==> src/rtl/mem_ctrl_pkg.sv <==
// Shared types and default widths for the round-robin memory controller.
package mem_ctrl_pkg;
  typedef enum logic [1:0] {IDLE, CMD, WAIT_RD} ctrl_state_e;
  localparam int ADDR_W = 2;
  localparam int DATA_W = 8;
endpackage

==> src/rtl/rr_arbiter.sv <==
// Combinational round-robin pick: lowest requesting index at or above ptr, wrapping.
// The pointer register lives in the caller.
module rr_arbiter
  import mem_ctrl_pkg::*;
#(
  parameter int NUM_REQ = 4,
  parameter int IDX_W   = $clog2(NUM_REQ)
) (
  input  logic [NUM_REQ-1:0] req,
  input  logic [IDX_W-1:0]   ptr,
  output logic [NUM_REQ-1:0] gnt,
  output logic [IDX_W-1:0]   gnt_idx
);
  logic             found;
  logic [IDX_W-1:0] idx;

  always_comb begin
    gnt     = '0;
    gnt_idx = '0;
    found   = 1'b0;
    idx     = '0;
    for (int off = 0; off < NUM_REQ; off++) begin
      idx = IDX_W'((int'(ptr) + off) % NUM_REQ);
      if (!found && req[idx]) begin
        found      = 1'b1;
        gnt[idx]   = 1'b1;
        gnt_idx    = idx;
      end
    end
  end
endmodule

==> src/rtl/mem_rr_controller.sv <==
// Shares a single-port memory among NUM_REQ requesters, one op at a time (IDLE -> CMD -> [WAIT_RD] -> IDLE).
// Grants are round-robin in IDLE only; read data returns as a one-cycle pulse to the owning requester.
module mem_rr_controller
  import mem_ctrl_pkg::*;
#(
  parameter int NUM_REQ    = 4,
  parameter int ADDR_WIDTH = ADDR_W,
  parameter int DATA_WIDTH = DATA_W,
  parameter int RD_LATENCY = 1
) (
  input  logic                          clk,
  input  logic                          reset,
  input  logic [NUM_REQ-1:0]            req_valid,
  output logic [NUM_REQ-1:0]            req_ready,
  input  logic [NUM_REQ-1:0]            req_wr,
  input  logic [NUM_REQ*ADDR_WIDTH-1:0] req_addr,
  input  logic [NUM_REQ*DATA_WIDTH-1:0] req_wdata,
  output logic [NUM_REQ-1:0]            rsp_valid,
  output logic [DATA_WIDTH-1:0]         rsp_rdata,
  output logic [ADDR_WIDTH-1:0]         mem_addr,
  output logic                          mem_wr_en,
  output logic                          mem_rd_en,
  output logic [DATA_WIDTH-1:0]         mem_wdata,
  input  logic [DATA_WIDTH-1:0]         mem_rdata,
  output logic                          busy
);
  localparam int IDX_W = $clog2(NUM_REQ);
  localparam int CNT_W = $clog2(RD_LATENCY + 1);
  localparam logic [CNT_W-1:0] CNT_LOAD = CNT_W'(RD_LATENCY - 1);

  ctrl_state_e        state;
  logic [IDX_W-1:0]   ptr;
  logic [IDX_W-1:0]   id;
  logic [IDX_W-1:0]   gnt_idx;
  logic [NUM_REQ-1:0] gnt;
  logic [CNT_W-1:0]   cnt;
  logic               accept;

  rr_arbiter #(.NUM_REQ(NUM_REQ)) u_arb (
    .req     (req_valid),
    .ptr     (ptr),
    .gnt     (gnt),
    .gnt_idx (gnt_idx)
  );

  assign req_ready = (state == IDLE) ? gnt : '0;
  assign accept    = |(req_valid & req_ready);
  assign busy      = (state != IDLE);

  always_ff @(posedge clk or negedge reset) begin
    if (!reset) begin
      state     <= IDLE;
      ptr       <= '0;
      id        <= '0;
      cnt       <= '0;
      mem_addr  <= '0;
      mem_wdata <= '0;
      mem_wr_en <= 1'b0;
      mem_rd_en <= 1'b0;
      rsp_valid <= '0;
      rsp_rdata <= '0;
    end else begin
      rsp_valid <= '0;
      case (state)
        IDLE: begin
          if (accept) begin
            id        <= gnt_idx;
            ptr       <= (gnt_idx == IDX_W'(NUM_REQ - 1)) ? '0 : gnt_idx + 1'b1;
            mem_addr  <= req_addr[int'(gnt_idx)*ADDR_WIDTH +: ADDR_WIDTH];
            mem_wdata <= req_wdata[int'(gnt_idx)*DATA_WIDTH +: DATA_WIDTH];
            mem_wr_en <= req_wr[gnt_idx];
            mem_rd_en <= !req_wr[gnt_idx];
            state     <= CMD;
          end
        end
        CMD: begin
          mem_wr_en <= 1'b0;
          mem_rd_en <= 1'b0;
          cnt       <= CNT_LOAD;
          state     <= mem_rd_en ? WAIT_RD : IDLE;
        end
        WAIT_RD: begin
          // Memory data is valid in the last wait cycle; register it with the owner's pulse.
          if (cnt == '0) begin
            rsp_rdata     <= mem_rdata;
            rsp_valid[id] <= 1'b1;
            state         <= IDLE;
          end else begin
            cnt <= cnt - 1'b1;
          end
        end
        default: state <= IDLE;
      endcase
    end
  end
endmodule

==> config.mk <==
export PLATFORM = sky130hd
export DESIGN_NAME = mem_rr_controller
export DESIGN_NICKNAME = d
export VERILOG_FILES = /design/src/rtl/mem_ctrl_pkg.sv /design/src/rtl/rr_arbiter.sv /design/src/rtl/mem_rr_controller.sv
export SDC_FILE = /design/constraint.sdc
export NUM_CORES = 1
export LEC_CHECK = 0
export CORE_UTILIZATION = 35
export CTS_BUF_LIST = sky130_fd_sc_hd__clkbuf_8
export DETAILED_ROUTE_END_ITERATION = 6
export PLACE_DENSITY = 0.67
export SYNTH_ARGS = -nofsm -noshare
export SYNTH_HDL_FRONTEND = slang
export SYNTH_SLANG_ARGS = --single-unit
==> constraint.sdc <==
create_clock -name clk -period 7.1 [get_ports clk]
set_clock_uncertainty 0.05 [all_clocks]
set_input_delay 2.13 -clock clk [delete_from_list [all_inputs] [get_ports clk]]
set_output_delay 2.13 -clock clk [all_outputs]
set_load 0.01 [all_outputs]
==> reports/qor_table.md, run 1 <==
| Group | Metric | This run |
|:---|:---|:---|
| worst setup path | Required time at the worst-slack endpoint | 4920 ps |
| drt | Routed length per instance | 13.6 µm |
| global route | Wire length of the first global-routing pass | 7560 µm |
| sta | Final hold violation count | 0 |
| sta | Maximum clock rate | 147 MHz |
| worst setup path | Type of origin of the critical path | input pin |
| pwr | Maximum ir drop on the vdd rail | 228 µV |
| floorplan | Starting Density | 0.361 |
| finish | End-of-flow core utilization | 0.540 |
| global route | Largest net degree at the start of global routing | 31 |
| drt | Count of nets left with antenna violations after detail routing | 0 |
| clocking | CTS tree | built |
| sta | Min setup slack post-route | 277 ps |
| floorplan | Core area | 5890 µm² |
| sta | Final worst-path cycle share | 0.961 |
| worst setup path | FF-to-FF End | id[1]$_DFFE_PN0P_ |
| finish | Diodes inserted | 0 |
| global route | Number of antenna violations at the first check in global routing | 0 |
| worst setup path | Reg2reg path depth | 10 |
| synthesis | Number of nets produced by synthesis | 261 |
| clocking | Cts bufs inserted | 5 |
| pwr | Ratio of total power to cell area | 472 nW/µm² |
| worst setup path | Maximum fanout along the worst path | 13 |
| finish | Register cell area after layout | 751 µm² |
| clocking | Post-cts hold buffer count | 0 |
| clocking | Clock input transition at the sequential cells of the worst setup and hold paths | 70 ps |
| pwr | Leakage component of the power | 1.42 nW |
| drt | Number of detailed-routing iterations run before antenna repair | 4 |
| sta | Transition at the pin with the smallest max-transition slack | 1020 ps |
| placement | Placer congestion estimate | 0.883 |
| synthesis | Cell with the most instances after synthesis | sky130_fd_sc_hd__mux2i_1 |
| sta | Final count of pins violating max slew | 0 |
| drt | DRC Markers | 0 |
| clocking | Count of buffers added by post-CTS timing repair for setup | 0 |
| floorplan | Die Width | 80.0 µm |
| drt | Vias/cell | 5.06 |
| placement | Post-Place Cells | 344 |
| synthesis | Dominant register cell in the synthesized netlist | sky130_fd_sc_hd__dfrtp_1 |
| floorplan | Top-Level Pins | 87 |
| run status | Outcome | finished, final reports clean |
| synthesis | Area fraction of the dominant cell type after synthesis | 0.353 |
| clocking | CTS HTree Levels | 2 |
| sta | Final setup vio count | 0 |
| drt | DR iter-0 viols | 101 |
| worst hold path | Origin of the worst min-delay path | id[0]$_DFFE_PN0P_ |
| worst hold path | Worst hold path endpoint | rsp_valid[2]$_DFF_PN0_ |
| floorplan | Std cell rows | 28 |
| synthesis | Yosys reg bits | 30 |
| clocking | CTS Buffer Depth | 2 |
| finish | Number of nets at the end of the flow | 343 |
| synthesis | Share of the yosys chip area belonging to registers | 0.353 |
| worst hold path | Hold WC Path Type | flop to flop |
| synthesis | Syn avg cell area | 11.0 µm² |
| placement | # port buffers | 86 |
| sta | Sum of negative setup slack | 0 ps |
| pwr | Total design power | 1.50 mW |
| worst setup path | Data arrival, critical path | 4640 ps |
| global route | Number of global-route vias before repair | 1632 |
| synthesis | Cells taking the most area after synthesis | sky130_fd_sc_hd__dfrtp_1 35%, sky130_fd_sc_hd__mux2i_1 16%, sky130_fd_sc_hd__mux2_4 5.6% |
| finish | FILL cells | 544 |
| synthesis | Mapped Cells | 194 |
| worst setup path | Register-to-register setup slack | 3140 ps |
| finish | Area Overhead vs Synth | 49.5% |
| clocking | Number of sinks handled by clock tree synthesis | 30 |
| placement | Detailed placer's ending HPWL | 3600 µm |
| clocking | Master cell of the clock root buffer | sky130_fd_sc_hd__clkbuf_8 |
| clocking | Skew-Pair Late Insertion Delay | 280 ps |
| run | Number of max-cap violations | 0 |
| sta | Final worst path period need | 6820 ps |
| worst setup path | R2r startpoint | ptr[0]$_DFFE_PN0P_ |
| synthesis | Post-synth top area cell | sky130_fd_sc_hd__dfrtp_1 |
| placement | Worst slack after detailed placement | 321 ps |
| synthesis | Count of different cell masters after synthesis | 40 |
| sta | Setup repair after global routing missed its margin | false |
| synthesis | Cell area after synthesis | 2130 µm² |
| clocking | Post-cts resize count | 0 |
| synthesis | Top post-synthesis cells by count | 35 x sky130_fd_sc_hd__mux2i_1, 30 x sky130_fd_sc_hd__dfrtp_1, 11 x sky130_fd_sc_hd__a21oi_1 |
| global route | Grt total ovfl | 0 |
| finish | Post-Layout Cell Count | 352 |
| floorplan | Height of the chip | 80.0 µm |
| synthesis | Number of enable-type register cells in the synthesized netlist | 0 |
| finish | Fraction of layout cells with a size suffix above 1 | 0.134 |
| synthesis | Yosys synthesis warning count | 0 |
| worst setup path | Sort of element at the end of the critical path | output port |
| synthesis | Fraction of registers with async set/reset | 1.00 |
| finish | Area of combinational cells with multiple inputs | 1280 µm² |
| sta | Relative slew margins | 0.319 |
| worst hold path | Number of cells on the worst hold path | 1 |
| drt | Vias | 1781 |
| global route | All-layer global routing usage | 0.153 |
| worst setup path | Critical path type | input pin to output port |
| floorplan | Area of the die | 6390 µm² |
| drt | Total wire length after detailed routing | 4790 µm |
per-stage QoR:
step           hold slack (ps)  instance area [µm²]
2_1_floorplan              393                 2130
3_3_place_gp               424                 3040
3_5_place_dp               433                 3040
4_1_cts                    438                 3180
5_1_grt                    445                 3180
6_report                   436                 3180
power breakdown:
part           switching, mW  internal (mW)
combinational          0.441          0.531
clock                 0.0634          0.150
sequential            0.0661          0.251
total                  0.571          0.932
registers in the layout, indices dropped and copies added, names as in the netlist:
| name | count |
|---|---|
| state | 2 |
| rsp_rdata | 8 |
| mem_wdata | 8 |
| id | 2 |
| rsp_valid | 4 |
| mem_wr_en | 1 |
| mem_addr | 2 |
| ptr | 2 |
| mem_rd_en | 1 |
worst max path at each step:
| stage | from | end | cells after the start |
|---|---|---|---|
| after floorplan | req_valid[1] | req_ready[3] | 7 |
| after global placement | req_valid[0] | req_ready[3] | 8 |
| after detailed placement | req_valid[0] | req_ready[0] | 8 |
| after global routing | req_valid[0] | req_ready[3] | 8 |
| after CTS | req_valid[0] | req_ready[0] | 8 |
| final | req_valid[0] | req_ready[3] | 8 |
critical path, stage by stage:
cell and delay [ps]:
sky130_fd_sc_hd__clkdlybuf4s50_1 630, sky130_fd_sc_hd__mux4_2 660, sky130_fd_sc_hd__nor2b_1 200, sky130_fd_sc_hd__a221oi_1 100, sky130_fd_sc_hd__a21oi_1 230, sky130_fd_sc_hd__a21oi_1 70, sky130_fd_sc_hd__nor2_1 90, sky130_fd_sc_hd__clkdlybuf4s50_1 540
cells by family (layout without fill, tap and decap cells):
group | count (synthesis) | after routing | synth area share
compound gates | 38 | 38 | 0.123
fa+ha+maj | 9 | 9 | 0.0529
buf+inv | 22 | 105 | 0.0512
flops | 30 | 30 | 0.353
mux | 59 | 59 | 0.322
simple gates | 36 | 36 | 0.0982
cell usage in the layout (no fill, tap or decap), types with 2 or more instances in the layout:
| master | netlist | routed |
|---|---|---|
| sky130_fd_sc_hd__nand3b_1 | 2 | 2 |
| sky130_fd_sc_hd__bufinv_16 | 0 | 2 |
| sky130_fd_sc_hd__a221o_1 | 2 | 2 |
| sky130_fd_sc_hd__and3b_1 | 4 | 4 |
| sky130_fd_sc_hd__o21ai_0 | 6 | 6 |
| sky130_fd_sc_hd__a21oi_1 | 11 | 11 |
| sky130_fd_sc_hd__nor3b_1 | 4 | 4 |
| sky130_fd_sc_hd__ha_1 | 9 | 9 |
| sky130_fd_sc_hd__inv_1 | 7 | 7 |
| sky130_fd_sc_hd__nor3_1 | 2 | 2 |
| sky130_fd_sc_hd__and3_1 | 2 | 2 |
| sky130_fd_sc_hd__mux2_2 | 9 | 9 |
| sky130_fd_sc_hd__nor2b_1 | 4 | 4 |
| sky130_fd_sc_hd__clkdlybuf4s50_1 | 0 | 86 |
| sky130_fd_sc_hd__clkbuf_8 | 0 | 6 |
| sky130_fd_sc_hd__o211ai_1 | 3 | 3 |
| sky130_fd_sc_hd__mux4_2 | 3 | 3 |
| sky130_fd_sc_hd__buf_4 | 0 | 3 |
| sky130_fd_sc_hd__nor2_1 | 7 | 7 |
| sky130_fd_sc_hd__dfrtp_1 | 30 | 30 |
| sky130_fd_sc_hd__a221oi_1 | 5 | 5 |
| sky130_fd_sc_hd__mux2_1 | 4 | 4 |
| sky130_fd_sc_hd__mux2i_1 | 35 | 35 |
| sky130_fd_sc_hd__nand2_1 | 7 | 7 |
| sky130_fd_sc_hd__mux2_4 | 8 | 8 |
per-layer routing:
| layer | track usage | part of all wire | vias up |
|---|---|---|---|
| met1 | 0.209 | 0.46 | 833 |
| met3 | 0.0434 | 0.070 | 6 |
| li1 | - | - | 877 |
| met4 | 0.0482 | 0.0086 | 0 |
| met2 | 0.232 | 0.46 | 65 |
| met5 | 0 | 0 | - |
final cells by class:
type	instances	area share
Clock buffer	6	0.0260
Clock inverter	2	0.0189
Inverter	8	0.00944
Multi-Input combinational cell	142	0.402
Sequential cell	30	0.236
Tap cell	75	0.0295
Timing Repair Buffer	89	0.278
No activity file was read; power rests on OpenSTA's default activity.
==> run 2: changes to the inputs <==
--- a/config.mk
+++ b/config.mk
@@ -5,6 +5,7 @@
 export SDC_FILE = /design/constraint.sdc
 export NUM_CORES = 1
 export LEC_CHECK = 0
+export CORE_ASPECT_RATIO = 2
 export CORE_UTILIZATION = 35
 export CTS_BUF_LIST = sky130_fd_sc_hd__clkbuf_8
 export DETAILED_ROUTE_END_ITERATION = 6
@@ -12,3 +13,4 @@
 export SYNTH_ARGS = -nofsm -noshare
 export SYNTH_HDL_FRONTEND = slang
 export SYNTH_SLANG_ARGS = --single-unit
+export TNS_END_PERCENT = 10
==> reports/qor_table.md, run 2 (synthesized netlist as in run 1, its figures left out) <==
| Group | Metric | This run |
|:---|:---|:---|
| pwr | Maximum ir drop on the vdd rail | 185 µV |
| clocking | CTS tree | built |
| finish | Post-Layout Cell Count | 339 |
| floorplan | Top-Level Pins | 87 |
| global route | Grt total ovfl | 0 |
| finish | Diodes inserted | 0 |
| worst hold path | Origin of the worst min-delay path | mem_addr[1]$_DFFE_PN0P_ |
| worst setup path | Sort of element at the end of the critical path | output port |
| pwr | Leakage component of the power | 1.40 nW |
| drt | DRC Markers | 2 |
| floorplan | Std cell rows | 39 |
| floorplan | Core area | 5810 µm² |
| clocking | Post-cts resize count | 0 |
| sta | Setup repair after global routing missed its margin | false |
| sta | Final count of pins violating max slew | 0 |
| finish | Area Overhead vs Synth | 46.8% |
| finish | Most used cells in the layout excluding fill and tap cells | 86 x sky130_fd_sc_hd__clkdlybuf4s50_1, 35 x sky130_fd_sc_hd__mux2i_1, 30 x sky130_fd_sc_hd__dfrtp_1 |
| sta | Final setup vio count | 0 |
| run status | Outcome | finished with violations |
| global route | Number of antenna violations at the first check in global routing | 0 |
| worst setup path | Maximum fanout along the worst path | 12 |
| floorplan | Starting Density | 0.366 |
| clocking | Clock input transition at the sequential cells of the worst setup and hold paths | 60 ps |
| clocking | CTS HTree Levels | 2 |
| drt | Vias/cell | 5.38 |
| drt | Vias | 1825 |
| clocking | CTS Buffer Depth | 2 |
| worst hold path | Worst hold path endpoint | mem_addr[1]$_DFFE_PN0P_ |
| global route | Largest net degree at the start of global routing | 31 |
| sta | Sum of negative setup slack | 0 ps |
| worst hold path | Hold WC Path Type | flop to flop |
| clocking | Count of buffers added by post-CTS timing repair for setup | 0 |
| floorplan | Height of the chip | 112 µm |
| clocking | Cts bufs inserted | 5 |
| worst hold path | Number of cells on the worst hold path | 1 |
| worst setup path | Biggest cell delay along the critical path | 660 ps |
| finish | Commonest non-fill, non-tap cell in the layout | sky130_fd_sc_hd__clkdlybuf4s50_1 |
| finish | End-of-flow core utilization | 0.538 |
| drt | Count of nets left with antenna violations after detail routing | 0 |
| worst setup path | Ordered list of cells on the worst path | clkdlybuf4s50_1 -> mux4_2 -> nor2b_1 -> a221oi_1 -> a21oi_1 -> a21oi_1 -> nor2_1 -> clkdlybuf4s50_1 |
| worst setup path | FF-to-FF End | mem_addr[1]$_DFFE_PN0P_ |
| sta | Final worst-path cycle share | 0.955 |
| placement | Detailed placer's ending HPWL | 4120 µm |
| global route | All-layer global routing usage | 0.178 |
| worst setup path | Critical path type | input pin to output port |
| finish | Fraction of layout cells with a size suffix above 1 | 0.137 |
| worst setup path | Slowest CP cell | sky130_fd_sc_hd__mux4_2 |
| placement | Placer congestion estimate | 0.837 |
| sta | Maximum clock rate | 147 MHz |
| finish | Final Instance Area | 3120 µm² |
| run | Number of max-cap violations | 0 |
| clocking | Skew-Pair Late Insertion Delay | 280 ps |
| clocking | Master cell of the clock root buffer | sky130_fd_sc_hd__clkbuf_8 |
| worst setup path | R2r startpoint | ptr[0]$_DFFE_PN0P_ |
| floorplan | Area of the die | 6410 µm² |
| worst setup path | Reg2reg path depth | 10 |
| pwr | Ratio of total power to cell area | 459 nW/µm² |
| worst setup path | Type of origin of the critical path | input pin |
| global route | Wire length of the first global-routing pass | 8850 µm |
| sta | Transition at the pin with the smallest max-transition slack | 1060 ps |
| finish | Number of nets at the end of the flow | 344 |
| finish | Leading registers by flop count | mem_wdata (8), rsp_rdata (8), rsp_valid (4) |
| worst setup path | Required time at the worst-slack endpoint | 4920 ps |
| sta | Final worst path period need | 6780 ps |
| sta | Final hold violation count | 0 |
| drt | Routed length per instance | 15.4 µm |
| drt | Number of detailed-routing iterations run before antenna repair | 6 |
| drt | DR iter-0 viols | 112 |
| placement | Placed Area | 3030 µm² |
| floorplan | Die Width | 57.1 µm |
| placement | # port buffers | 86 |
| placement | Post-Place Cells | 331 |
| global route | Number of global-route vias before repair | 1963 |
| worst setup path | Register-to-register setup slack | 3180 ps |
| pwr | Total design power | 1.43 mW |
| drt | Total wire length after detailed routing | 5220 µm |
| clocking | Post-cts hold buffer count | 0 |
| worst setup path | Data arrival, critical path | 4600 ps |
| sta | Relative slew margins | 0.289 |
| run status | Violated checks | design-rule violations |
| clocking | Number of sinks handled by clock tree synthesis | 30 |
## run 2: worst max-delay path by stage
stage | end | startpoint | slack (ps)
floorplan | req_ready[3] | req_valid[1] | 1460
global placement | req_ready[3] | req_valid[2] | 410
detailed placement | req_ready[3] | req_valid[1] | 340
CTS | req_ready[3] | req_valid[1] | 340
global route | req_ready[3] | req_valid[2] | 100
finish | req_ready[3] | req_valid[2] | 320
## run 2: metal layers
layer  GRT usage  routed length, µm  up-vias
li1            -                  -      877
met4      0.0667                107        0
met2       0.362               3170       54
met3      0.0207                138        7
met1       0.171               1800      887
met5           0                  0        -
## run 2: report_power, final
part	internal, mW	leakage (nW)	switching [mW]	total, mW
Combinational	0.530	0.979	0.446	0.976
Clock	0.0777	0.0472	0.0633	0.141
Sequential	0.251	0.370	0.0647	0.316
Total	0.859	1.40	0.574	1.43
## run 2: worst max-delay path: cells and delay by family
family | cells | cell delay, ps
buffers and inverters | 2 | 1130
muxes | 1 | 660
AOI/OAI and AO/OA | 3 | 390
and+or+nand+nor | 2 | 300
## run 2: area by class of cell
cell class                      instances  area, µm²
Inverter                                8       30.0
Clock inverter                          2       12.5
Clock buffer                            6       82.6
Tap cell                               61       76.3
Sequential cell                        30        751
Timing Repair Buffer                   90        891
Fill cell                             537       2680
Multi-Input combinational cell        142       1280
## run 2: metrics by stage
stage | hold WS [ps] | setup WS, ps
after floorplan | 393 | 1460
after global placement | 418 | 410
after detailed placement | 428 | 337
after CTS | 443 | 338
after global routing | 477 | 99.0
final | 437 | 318
==> run 3: changes to the inputs <==
==> constraint.sdc (replaced) <==
create_clock -name clk -period 7.1 [get_ports clk]
set_clock_uncertainty 0.05 [all_clocks]
set_input_delay 1.065 -clock clk [delete_from_list [all_inputs] [get_ports clk]]
set_output_delay 1.065 -clock clk [all_outputs]
set_load 0.01 [all_outputs]
==> reports/qor_table.md, run 3 (synthesized netlist as in run 1, its figures left out) <==
| Group | Metric | This run |
|:---|:---|:---|
| floorplan | Height of the chip | 112 µm |
| global route | Largest net degree at the start of global routing | 31 |
| sta | Sum of negative setup slack | 0 ps |
| worst setup path | Type of origin of the critical path | input pin |
| sta | Final worst path period need | 4750 ps |
| pwr | Sequential cell fraction of total power | 0.215 |
| drt | DRC Markers | 2 |
| finish | FILL cells | 525 |
| sta | Transition at the pin with the smallest max-transition slack | 1030 ps |
| placement | # port buffers | 86 |
| clocking | Cts bufs inserted | 5 |
| worst setup path | Required time at the worst-slack endpoint | 5980 ps |
| worst setup path | R2r startpoint | ptr[0]$_DFFE_PN0P_ |
| clocking | CTS Buffer Depth | 2 |
| run | Number of max-cap violations | 0 |
| worst hold path | Hold WC Path Type | flop to flop |
| floorplan | Area of the die | 6410 µm² |
| clocking | Post-cts resize count | 0 |
| sta | Maximum clock rate | 210 MHz |
| clocking | Count of buffers added by post-CTS timing repair for setup | 0 |
| finish | End-of-flow core utilization | 0.538 |
| sta | Worst hold-check slack | 436 ps |
| floorplan | Top-Level Pins | 87 |
| worst hold path | Origin of the worst min-delay path | mem_wdata[7]$_DFFE_PN0P_ |
| worst setup path | Reg2reg path depth | 10 |
| worst setup path | FF-to-FF End | mem_addr[1]$_DFFE_PN0P_ |
| clocking | Number of sinks handled by clock tree synthesis | 30 |
| drt | Total wire length after detailed routing | 5340 µm |
| sta | Final hold violation count | 0 |
| sta | Relative slew margins | 0.311 |
| pwr | Int Power | 0.893 mW |
| finish | Diodes inserted | 0 |
| placement | Post-Place Cells | 329 |
| drt | Count of nets left with antenna violations after detail routing | 0 |
| worst setup path | Data arrival, critical path | 3640 ps |
| worst setup path | Register-to-register setup slack | 3130 ps |
| finish | Commonest non-fill, non-tap cell in the layout | sky130_fd_sc_hd__clkdlybuf4s50_1 |
| worst setup path | Critical path type | input pin to output port |
| finish | Leading registers by flop count | mem_wdata (8), rsp_rdata (8), rsp_valid (4) |
| clocking | Clock input transition at the sequential cells of the worst setup and hold paths | 60 ps |
| drt | Routed length per instance | 15.9 µm |
| finish | Number of nets at the end of the flow | 342 |
| placement | Detailed placer's ending HPWL | 4190 µm |
| run status | Violated checks | design-rule violations |
| worst setup path | Maximum fanout along the worst path | 14 |
| drt | Number of detailed-routing iterations run before antenna repair | 6 |
| floorplan | Std cell rows | 39 |
| floorplan | Die Width | 57.1 µm |
| clocking | Master cell of the clock root buffer | sky130_fd_sc_hd__clkbuf_8 |
| clocking | Skew-Pair Late Insertion Delay | 280 ps |
| worst hold path | Worst hold path endpoint | mem_wdata[7]$_DFFE_PN0P_ |
| drt | Vias | 1824 |
| floorplan | Core area | 5810 µm² |
| global route | Grt total ovfl | 0 |
| worst hold path | Number of cells on the worst hold path | 1 |
| pwr | NetSw | 0.577 mW |
| global route | Number of global-route vias before repair | 1911 |
| pwr | Clock share of power | 0.119 |
| worst setup path | Sort of element at the end of the critical path | output port |
| pwr | Total design power | 1.47 mW |
| run status | Outcome | finished with violations |
| clocking | CTS tree | built |
| global route | Number of antenna violations at the first check in global routing | 0 |
| finish | Most used cells in the layout excluding fill and tap cells | 86 x sky130_fd_sc_hd__clkdlybuf4s50_1, 35 x sky130_fd_sc_hd__mux2i_1, 30 x sky130_fd_sc_hd__dfrtp_1 |
| pwr | Switching Fraction | 0.393 |
| pwr | Maximum ir drop on the vdd rail | 246 µV |
| pwr | Leakage component of the power | 1.40 nW |
| sta | Final setup vio count | 0 |
| pwr | Ratio of total power to cell area | 471 nW/µm² |
| finish | Fraction of layout cells with a size suffix above 1 | 0.127 |
| sta | Final worst-path cycle share | 0.669 |
| sta | Final count of pins violating max slew | 0 |
| clocking | Post-cts hold buffer count | 0 |
| finish | Post-Layout Cell Count | 336 |
| drt | Vias/cell | 5.43 |
| clocking | CTS HTree Levels | 2 |
| pwr | Proportion of power drawn by combinational gates | 0.667 |
| drt | DR iter-0 viols | 102 |
| finish | Area Overhead vs Synth | 46.9% |
| sta | Setup repair after global routing missed its margin | false |
| placement | Placer congestion estimate | 0.799 |
| global route | All-layer global routing usage | 0.183 |
| global route | Wire length of the first global-routing pass | 9030 µm |
| floorplan | Starting Density | 0.366 |
==> run 3: cell count changes in the layout (fill, tap and decap cells not counted), sizes merged <==
cell | before | now
buf | 4 | 2
bufinv | 0 | 1
clkinv | 1 | 0
clkinvlp | 1 | 0
==> run 3: routing by layer <==
layer	share of wire	wire [µm]	GRT usage
met4	0.031	163	0.0829
met1	0.33	1760	0.177
met5	0	0	0
met2	0.61	3250	0.360
met3	0.030	162	0.0276
==> run 3: layout make-up <==
cell class / count / area (µm²) / share of cell area
multi-input combinational: 142 / 1280 / 0.410
clock buffer: 6 / 82.6 / 0.0264
sequential: 30 / 751 / 0.240
inverter: 8 / 30.0 / 0.00961
tap: 61 / 76.3 / 0.0244
timing repair buffer: 88 / 876 / 0.280
clock inverter: 1 / 30.0 / 0.00961
==> run 3: power groups by stage <==
stage / logic, mW / registers, mW / clock network (mW)
after floorplan: 0.672 / 0.326 / 0
after global placement: 0.984 / 0.316 / 0
after detailed placement: 0.997 / 0.318 / 0
after CTS: 0.997 / 0.317 / 0.181
after global routing: 1.07 / 0.330 / 0.188
final: 0.980 / 0.316 / 0.174
==> run 3: worst max path at each step <==
stage	start	endpoint	slack, ps	cells after the start
after global routing	req_valid[3]	req_ready[3]	2220	8
after CTS	req_valid[3]	req_ready[3]	2410	8
after detailed placement	req_valid[3]	req_ready[3]	2410	8
final	req_valid[3]	req_ready[3]	2350	8
after floorplan	ptr[0]$_DFFE_PN0P_	mem_addr[0]$_DFFE_PN0P_	3530	13
after global placement	req_valid[3]	req_ready[3]	2470	8
==> run 3: per-stage QoR <==
stage / cell area, µm² / worst slack, ps
after floorplan: 2130 / 3530
after global placement: 3010 / 2470
after detailed placement: 3010 / 2410
after CTS: 3130 / 2410
after global routing: 3130 / 2220
final: 3130 / 2350
==> run 3: critical path, cell delays in order <==
cell	delay [ps]
sky130_fd_sc_hd__clkdlybuf4s50_1	620
sky130_fd_sc_hd__mux4_2	670
sky130_fd_sc_hd__nor2b_1	240
sky130_fd_sc_hd__a221oi_1	110
sky130_fd_sc_hd__a21oi_1	230
sky130_fd_sc_hd__a21oi_1	70
sky130_fd_sc_hd__nor2_1	90
sky130_fd_sc_hd__clkdlybuf4s50_1	540
